===== src/rtl/alu_muldiv_pkg.sv =====
// Shared definitions for the iterative RV M-extension multiply/divide unit:
// op encodings, FSM state enum and operand-signedness helpers.
package alu_muldiv_pkg;

  localparam logic [2:0] OP_MUL    = 3'b000;
  localparam logic [2:0] OP_MULH   = 3'b001;
  localparam logic [2:0] OP_MULHSU = 3'b010;
  localparam logic [2:0] OP_MULHU  = 3'b011;
  localparam logic [2:0] OP_DIV    = 3'b100;
  localparam logic [2:0] OP_DIVU   = 3'b101;
  localparam logic [2:0] OP_REM    = 3'b110;
  localparam logic [2:0] OP_REMU   = 3'b111;

  typedef enum logic [1:0] {
    IDLE = 2'd0,
    CALC = 2'd1,
    DONE = 2'd2
  } state_e;

  function automatic logic is_signed_s1(input logic [2:0] op);
    return (op == OP_MULH) || (op == OP_MULHSU) || (op == OP_DIV) || (op == OP_REM);
  endfunction

  function automatic logic is_signed_s2(input logic [2:0] op);
    return (op == OP_MULH) || (op == OP_DIV) || (op == OP_REM);
  endfunction

endpackage


===== src/rtl/alu_muldiv_step.sv =====
// One iteration of the shift-add multiplier or restoring divider on a 2*XLEN
// accumulator. Divide path is present only when ALU_MULDIV_DIV_EN is defined.
module alu_muldiv_step #(
  parameter int XLEN = 32
) (
  input  logic [2*XLEN-1:0] acc_i,
  input  logic [XLEN-1:0]   opnd_i,
  input  logic              is_div_i,
  output logic [2*XLEN-1:0] acc_o
);

  // Multiply: acc = {partial_hi, multiplier_lo}; add multiplicand on lo[0], shift right.
  logic [XLEN:0]     mul_sum;
  logic [2*XLEN-1:0] mul_acc;

  always_comb begin
    mul_sum = {1'b0, acc_i[2*XLEN-1:XLEN]} + (acc_i[0] ? {1'b0, opnd_i} : '0);
    mul_acc = {mul_sum, acc_i[XLEN-1:1]};
  end

`ifdef ALU_MULDIV_DIV_EN
  // Divide: acc = {remainder, dividend/quotient}; shift left, trial-subtract divisor.
  logic [XLEN:0]     div_sh;
  logic [XLEN:0]     div_diff;
  logic [2*XLEN-1:0] div_acc;

  always_comb begin
    div_sh   = acc_i[2*XLEN-1:XLEN-1];
    div_diff = div_sh - {1'b0, opnd_i};
    if (div_diff[XLEN]) begin
      div_acc = {div_sh[XLEN-1:0], acc_i[XLEN-2:0], 1'b0};
    end else begin
      div_acc = {div_diff[XLEN-1:0], acc_i[XLEN-2:0], 1'b1};
    end
  end

  assign acc_o = is_div_i ? div_acc : mul_acc;
`else
  assign acc_o = is_div_i ? acc_i : mul_acc;
`endif

endmodule


===== src/rtl/alu_muldiv.sv =====
// Iterative RV M-extension multiply/divide unit (one bit per cycle) with
// valid/ready in and out. Divide support is built only with ALU_MULDIV_DIV_EN.
//
// Handshake: a transfer happens on a rising edge where valid and ready are both
// high; ready/valid depend only on the FSM state, the producer holds its data
// until the transfer, and kill drops any in-flight op (result discarded).
module alu_muldiv
  import alu_muldiv_pkg::*;
#(
  parameter int XLEN = 32  // >= 8, power of two
) (
  input  logic            clk,
  input  logic            rst,
  input  logic            kill,
  input  logic            in_valid,
  output logic            in_ready,
  input  logic [XLEN-1:0] s1,
  input  logic [XLEN-1:0] s2,
  input  logic [2:0]      op,
  output logic            out_valid,
  input  logic            out_ready,
  output logic [XLEN-1:0] out,
  output state_e          dbg_state
);

  localparam int              CW       = $clog2(XLEN);
  localparam logic [CW-1:0]   CNT_LAST = CW'(XLEN - 1);

  state_e            state_q;
  logic [CW-1:0]     cnt_q;
  logic [2*XLEN-1:0] acc_q;
  logic [XLEN-1:0]   dvs_q;
  logic [XLEN-1:0]   out_q;
  logic [2:0]        op_q;
  logic              neg_q;

  logic              neg1_d;
  logic              neg2_d;
  logic [XLEN-1:0]   mag1_d;
  logic [XLEN-1:0]   mag2_d;
  logic              rneg_d;
  logic              special_d;
  logic [XLEN-1:0]   special_res_d;
  logic [2*XLEN-1:0] step_acc;
  logic [2*XLEN-1:0] prod;
  logic [XLEN-1:0]   res_d;

  always_comb begin
    neg1_d = is_signed_s1(op) & s1[XLEN-1];
    neg2_d = is_signed_s2(op) & s2[XLEN-1];
    mag1_d = neg1_d ? -s1 : s1;
    mag2_d = neg2_d ? -s2 : s2;
    // Remainder follows the dividend's sign; products and quotients the sign XOR.
    rneg_d = (op[2] & op[1]) ? neg1_d : (neg1_d ^ neg2_d);
  end

`ifdef ALU_MULDIV_DIV_EN
  always_comb begin
    special_d     = 1'b0;
    special_res_d = '0;
    if (op[2]) begin
      if (s2 == '0) begin
        special_d     = 1'b1;
        special_res_d = op[1] ? s1 : '1;
      end else if (!op[0] && (s1 == {1'b1, {(XLEN-1){1'b0}}}) && (s2 == '1)) begin
        special_d     = 1'b1;
        special_res_d = op[1] ? '0 : s1;
      end
    end
  end
`else
  always_comb begin
    special_d     = op[2];
    special_res_d = '0;
  end
`endif

  alu_muldiv_step #(
    .XLEN(XLEN)
  ) u_step (
    .acc_i   (acc_q),
    .opnd_i  (dvs_q),
    .is_div_i(op_q[2]),
    .acc_o   (step_acc)
  );

  always_comb begin
    prod  = neg_q ? -step_acc : step_acc;
    res_d = '0;
    case (op_q)
      OP_MUL:                       res_d = prod[XLEN-1:0];
      OP_MULH, OP_MULHSU, OP_MULHU: res_d = prod[2*XLEN-1:XLEN];
`ifdef ALU_MULDIV_DIV_EN
      OP_DIV, OP_DIVU: res_d = neg_q ? -step_acc[XLEN-1:0] : step_acc[XLEN-1:0];
      OP_REM, OP_REMU: res_d = neg_q ? -step_acc[2*XLEN-1:XLEN] : step_acc[2*XLEN-1:XLEN];
`endif
      default:                      res_d = '0;
    endcase
  end

  always_ff @(posedge clk) begin
    if (rst) begin
      state_q <= IDLE;
      cnt_q   <= '0;
      acc_q   <= '0;
      dvs_q   <= '0;
      out_q   <= '0;
      op_q    <= OP_MUL;
      neg_q   <= 1'b0;
    end else if (kill && (state_q != IDLE)) begin
      state_q <= IDLE;
    end else begin
      case (state_q)
        IDLE: begin
          if (in_valid && !kill) begin
            op_q  <= op;
            neg_q <= rneg_d;
            acc_q <= {{XLEN{1'b0}}, mag1_d};
            dvs_q <= mag2_d;
            cnt_q <= CNT_LAST;
            if (special_d) begin
              out_q   <= special_res_d;
              state_q <= DONE;
            end else begin
              state_q <= CALC;
            end
          end
        end
        CALC: begin
          acc_q <= step_acc;
          // The last step's result is fixed up straight into the output register.
          if (cnt_q == '0) begin
            out_q   <= res_d;
            state_q <= DONE;
          end else begin
            cnt_q <= cnt_q - 1'b1;
          end
        end
        DONE: begin
          if (out_ready) state_q <= IDLE;
        end
        default: state_q <= IDLE;
      endcase
    end
  end

  assign in_ready  = (state_q == IDLE);
  assign out_valid = (state_q == DONE);
  assign out       = out_q;
  assign dbg_state = state_q;

endmodule


===== config.mk =====
export PLATFORM = sky130hd
export DESIGN_NAME = alu_muldiv
export DESIGN_NICKNAME = d
export VERILOG_FILES = /design/src/rtl/alu_muldiv_pkg.sv /design/src/rtl/alu_muldiv_step.sv /design/src/rtl/alu_muldiv.sv
export SDC_FILE = /design/constraint.sdc
export NUM_CORES = 1
export LEC_CHECK = 0
export ABC_AREA = 1
export BUFFER_PORTS_ARGS = -buffer_cell sky130_fd_sc_hd__buf_2
export CELL_PAD_IN_SITES_DETAIL_PLACEMENT = 1
export CELL_PAD_IN_SITES_GLOBAL_PLACEMENT = 2
export CORE_ASPECT_RATIO = 1.1
export CORE_UTILIZATION = 32
export CTS_CLUSTER_SIZE = 24
export DETAILED_ROUTE_END_ITERATION = 10
export GPL_TIMING_DRIVEN = 0
export PLACE_DENSITY = 0.81
export SYNTH_ARGS = -nofsm -noshare
export SYNTH_HDL_FRONTEND = slang
export SYNTH_SLANG_ARGS = --single-unit

===== constraint.sdc =====
create_clock -name clk -period 3.7 [get_ports clk]
set_input_delay 0.555 -clock clk [delete_from_list [all_inputs] [get_ports clk]]
set_output_delay 0.555 -clock clk [all_outputs]
set_load 0.03 [all_outputs]

==> impl_metrics.env <==
export IMPL_status="completed"
export IMPL_slowest_delay_ns=0.39
export IMPL_ys_seq_area_share_pct=21.9
export IMPL_final_cell_area_um2=14700
export IMPL_cp_top_family="simple AND/OR/NAND/NOR gates"
export IMPL_drt_wirelength_per_cell_um=18.5
export IMPL_cp_num_buf_inv=4
export IMPL_multi_input_area_um2=8500
export IMPL_cp_endpoint="out[24]"
export IMPL_clock_fmax_mhz=290
export IMPL_p_leak_nw=7.43
export IMPL_pwr_density_cell_nw_per_um2=342
export IMPL_synth_fp_nets=2344
export IMPL_timing_hold_violations_final=0
export IMPL_cts_reportedPaths_clkPinSlew_ns=0.07
export IMPL_regArea_um2=2790
export IMPL_instances_no_fill=2883
export IMPL_fin_worst_skew_ns=0.0103
export IMPL_grt_max_degree=17
export IMPL_synth_flop_cell="dfxtp_1"
export IMPL_synth_distinct_cells=60
export IMPL_path_common_cell="nand2_1"
export IMPL_post_synth_cell_area_avg_um2=5.70
export IMPL_start_util_pct=32.5
export IMPL_grt_pass1_wl_um=82900
export IMPL_gp_congestion=0.915
export IMPL_cts_tree="done"
export IMPL_worstPathMaxFanout=10
export IMPL_ys_ff_latch=139
export IMPL_drc_errors=0
export IMPL_crit_slowest_cell="dfxtp_4"
export IMPL_total_power_mw=5.03
export IMPL_crit_path_end_kind="flip-flop"
export IMPL_fill_cells=5454
export IMPL_worstPathRequired_ns=4.03
export IMPL_ir_drop_mv=0.428
export IMPL_dp_hpwl_um=44400
export IMPL_maxCapViolations=0
export IMPL_grt_pass1_vias=14700
export IMPL_ant_nets=0
export IMPL_worst_pin_slew_ns=0.854
export IMPL_cp_start_kind="flip-flop"
export IMPL_synthToLayoutAreaGrowth_pct=15.6
export IMPL_gr_usage_met2_pct=46.0
export IMPL_die_h_um=211
export IMPL_startpoint="acc_q[0]"
export IMPL_root_buffer="clkbuf_16"
export IMPL_maxSlewViolCount=0
export IMPL_rsz0062_at_grt="yes"
export IMPL_slew_headroom_pct=42.7
export IMPL_grt_ovfl_total=0
export IMPL_period_share_pct=93.2
export IMPL_clk_path_buf_depth=2
export IMPL_place_inst=2847
export IMPL_drive_gt1_share_pct=12.4
export IMPL_hp_class="in -> reg"
export IMPL_nets=2473
export IMPL_cts_made_buffers=17
export IMPL_r2r_start="acc_q[0]"
export IMPL_synthCells=2234
export IMPL_clkSinkCount=139
export IMPL_cts_max_level=4
export IMPL_clk_latency_ns=0.46
export IMPL_setup_tns_ns=0
export IMPL_yosysWarnings=0
export IMPL_worstSetupPathType="reg -> reg"
export IMPL_core_um2=39200
export IMPL_use_met3_pct=2.54
export IMPL_whs_ns=0.398
export IMPL_crit_arrival_ns=3.77
export IMPL_vias=14600
export IMPL_ff2ff_path_depth=25
export IMPL_num_antenna_cells=0
export IMPL_fin_crit_ns=3.45
export IMPL_die_area_um2=40600
export IMPL_cp_num_cells=25
export IMPL_drt_iter0_drc=774
export IMPL_setup_viol=0
export IMPL_antenna_found_initial=0
export IMPL_place_port_buffers=106
export IMPL_grt_busiest_layer="met2"
export IMPL_grt_use_met1_pct=35.7
export IMPL_async_flop_share_pct=0
export IMPL_vias_per_cell=5.06
export IMPL_place_area_um2=13900
export IMPL_std_cell_rows=76
export IMPL_dr_pass1_iters=5
export IMPL_routed_wl_um=53300
export IMPL_grt_use_total_pct=26.9
export IMPL_synth_edf_count=0
export IMPL_pin_count=108
export IMPL_worstReg2RegEnd="out[24]"
export IMPL_die_x_um=192
export IMPL_syn_area_um2=12700
export IMPL_regToRegSetupSlack_ns=0.25
[synthesized netlist by cell type, types with 6 or more instances]
cell type / n / area, um2
nor2_1: 201 / 754
inv_2: 8 / 30.0
nand2_1: 729 / 2740
o221ai_1: 7 / 61.3
buf_1: 6 / 22.5
nand2_2: 14 / 87.6
o211ai_1: 6 / 45.0
o31ai_1: 8 / 60.1
or2_2: 13 / 81.3
o21ai_0: 108 / 541
o21ai_1: 21 / 105
a21oi_1: 188 / 941
a221oi_1: 13 / 114
dfxtp_1: 139 / 2780
xnor2_1: 22 / 193
a31oi_1: 7 / 43.8
xor2_1: 42 / 368
nand3_1: 125 / 626
o21ai_2: 10 / 87.6
nand3b_1: 9 / 67.6
inv_1: 313 / 1170
buf_2: 7 / 35.0
nand4_1: 17 / 106
o21a_1: 6 / 45.0
nor3_1: 36 / 180
ha_1: 37 / 463
clkbuf_1: 62 / 233
buf_6: 6 / 67.6
nor2_4: 8 / 90.1
nor2_2: 9 / 56.3
[cells in the final DEF, fill, tap and decap left out, types with 19 or more instances in the layout]
cell type,count
nand2_1,714
inv_1,312
a21oi_1,188
nor2_1,182
dfxtp_1,138
nand3_1,122
buf_2,114
o21ai_0,106
clkbuf_1,60
xor2_1,42
nor3_1,35
ha_1,30
nand2_2,29
xnor2_1,22
nor2_2,21
o21ai_1,19
[worst min-delay path, delay by kind of cell]
| family | cells | cell delay (ns) |
|---|---|---|
| buffers and inverters | 2 | 0.16 |
| AOI/OAI and AO/OA | 1 | 0.11 |
[area by class of cell]
type | count | share of cell area [%]
well taps | 507 | 4.31
clock inverters | 12 | 0.935
multi-input cells | 1685 | 57.7
repair buffers | 111 | 3.86
inverters | 323 | 8.27
clock buffers | 20 | 3.04
plain buffers | 86 | 2.92
flip-flops and latches | 139 | 18.9
[flip-flops by register name, summed over array words and instances (netlist names)]
register,count
dvs_q,32
neg_q,1
dbg_state,2
op_q,3
out,32
acc_q,64
cnt_q,5
[kinds of logic (layout without fill, tap and decap cells)]
kind of cell	Yosys count	in the layout	synth area share (%)
adder cells (fa/ha/maj)	38	38	3.79
AND/OR/NAND/NOR	1185	1185	39.3
flip-flops	139	139	21.9
XOR/XNOR	64	64	4.40
AO/OA/AOI/OAI	398	398	17.8
buffers and inverters	410	552	12.9
[metrics by stage]
step | utilization, % | setup slack, ns
floorplan | - | 0.641
CTS | 37.0 | 0.00169
detailed placement | 35.5 | -0.521
global placement | 35.5 | -0.434
finish | 37.6 | 0.251
global route | 37.6 | -0.0377
[routing by layer]
layer | wire [um] | vias up
li1 | - | 7378
met1 | 25600 | 6930
met2 | 25400 | 243
met3 | 1390 | 36
met4 | 976 | 0
met5 | 0 | -
[power by group]
group          switching (mW)  total [mW]  internal, mW
Clock                   0.746        1.76          1.02
Sequential             0.0577        1.64          1.58
Combinational            1.14        1.63         0.492
Total                    1.94        5.03          3.09
[timing repair]
action | CTS | global route
resized for setup | 6 | 65
hold buffers | 0 | 0
pin swaps | 0 | 6
setup endpoints to repair | 25 | 31
buffers inserted | 0 | 5
[worst min-delay path by stage]
stage	from	endpoint	cells after the start
3_3_place_gp	cnt_q[0]	cnt_q[0]	2
2_1_floorplan	cnt_q[1]	cnt_q[1]	2
6_report	s2[0]	dvs_q[0]	3
5_1_grt	s2[31]	dvs_q[31]	3
4_1_cts	s2[0]	dvs_q[0]	3
3_5_place_dp	out[6]	out[6]	2
Power figures use the tool's default switching activity.
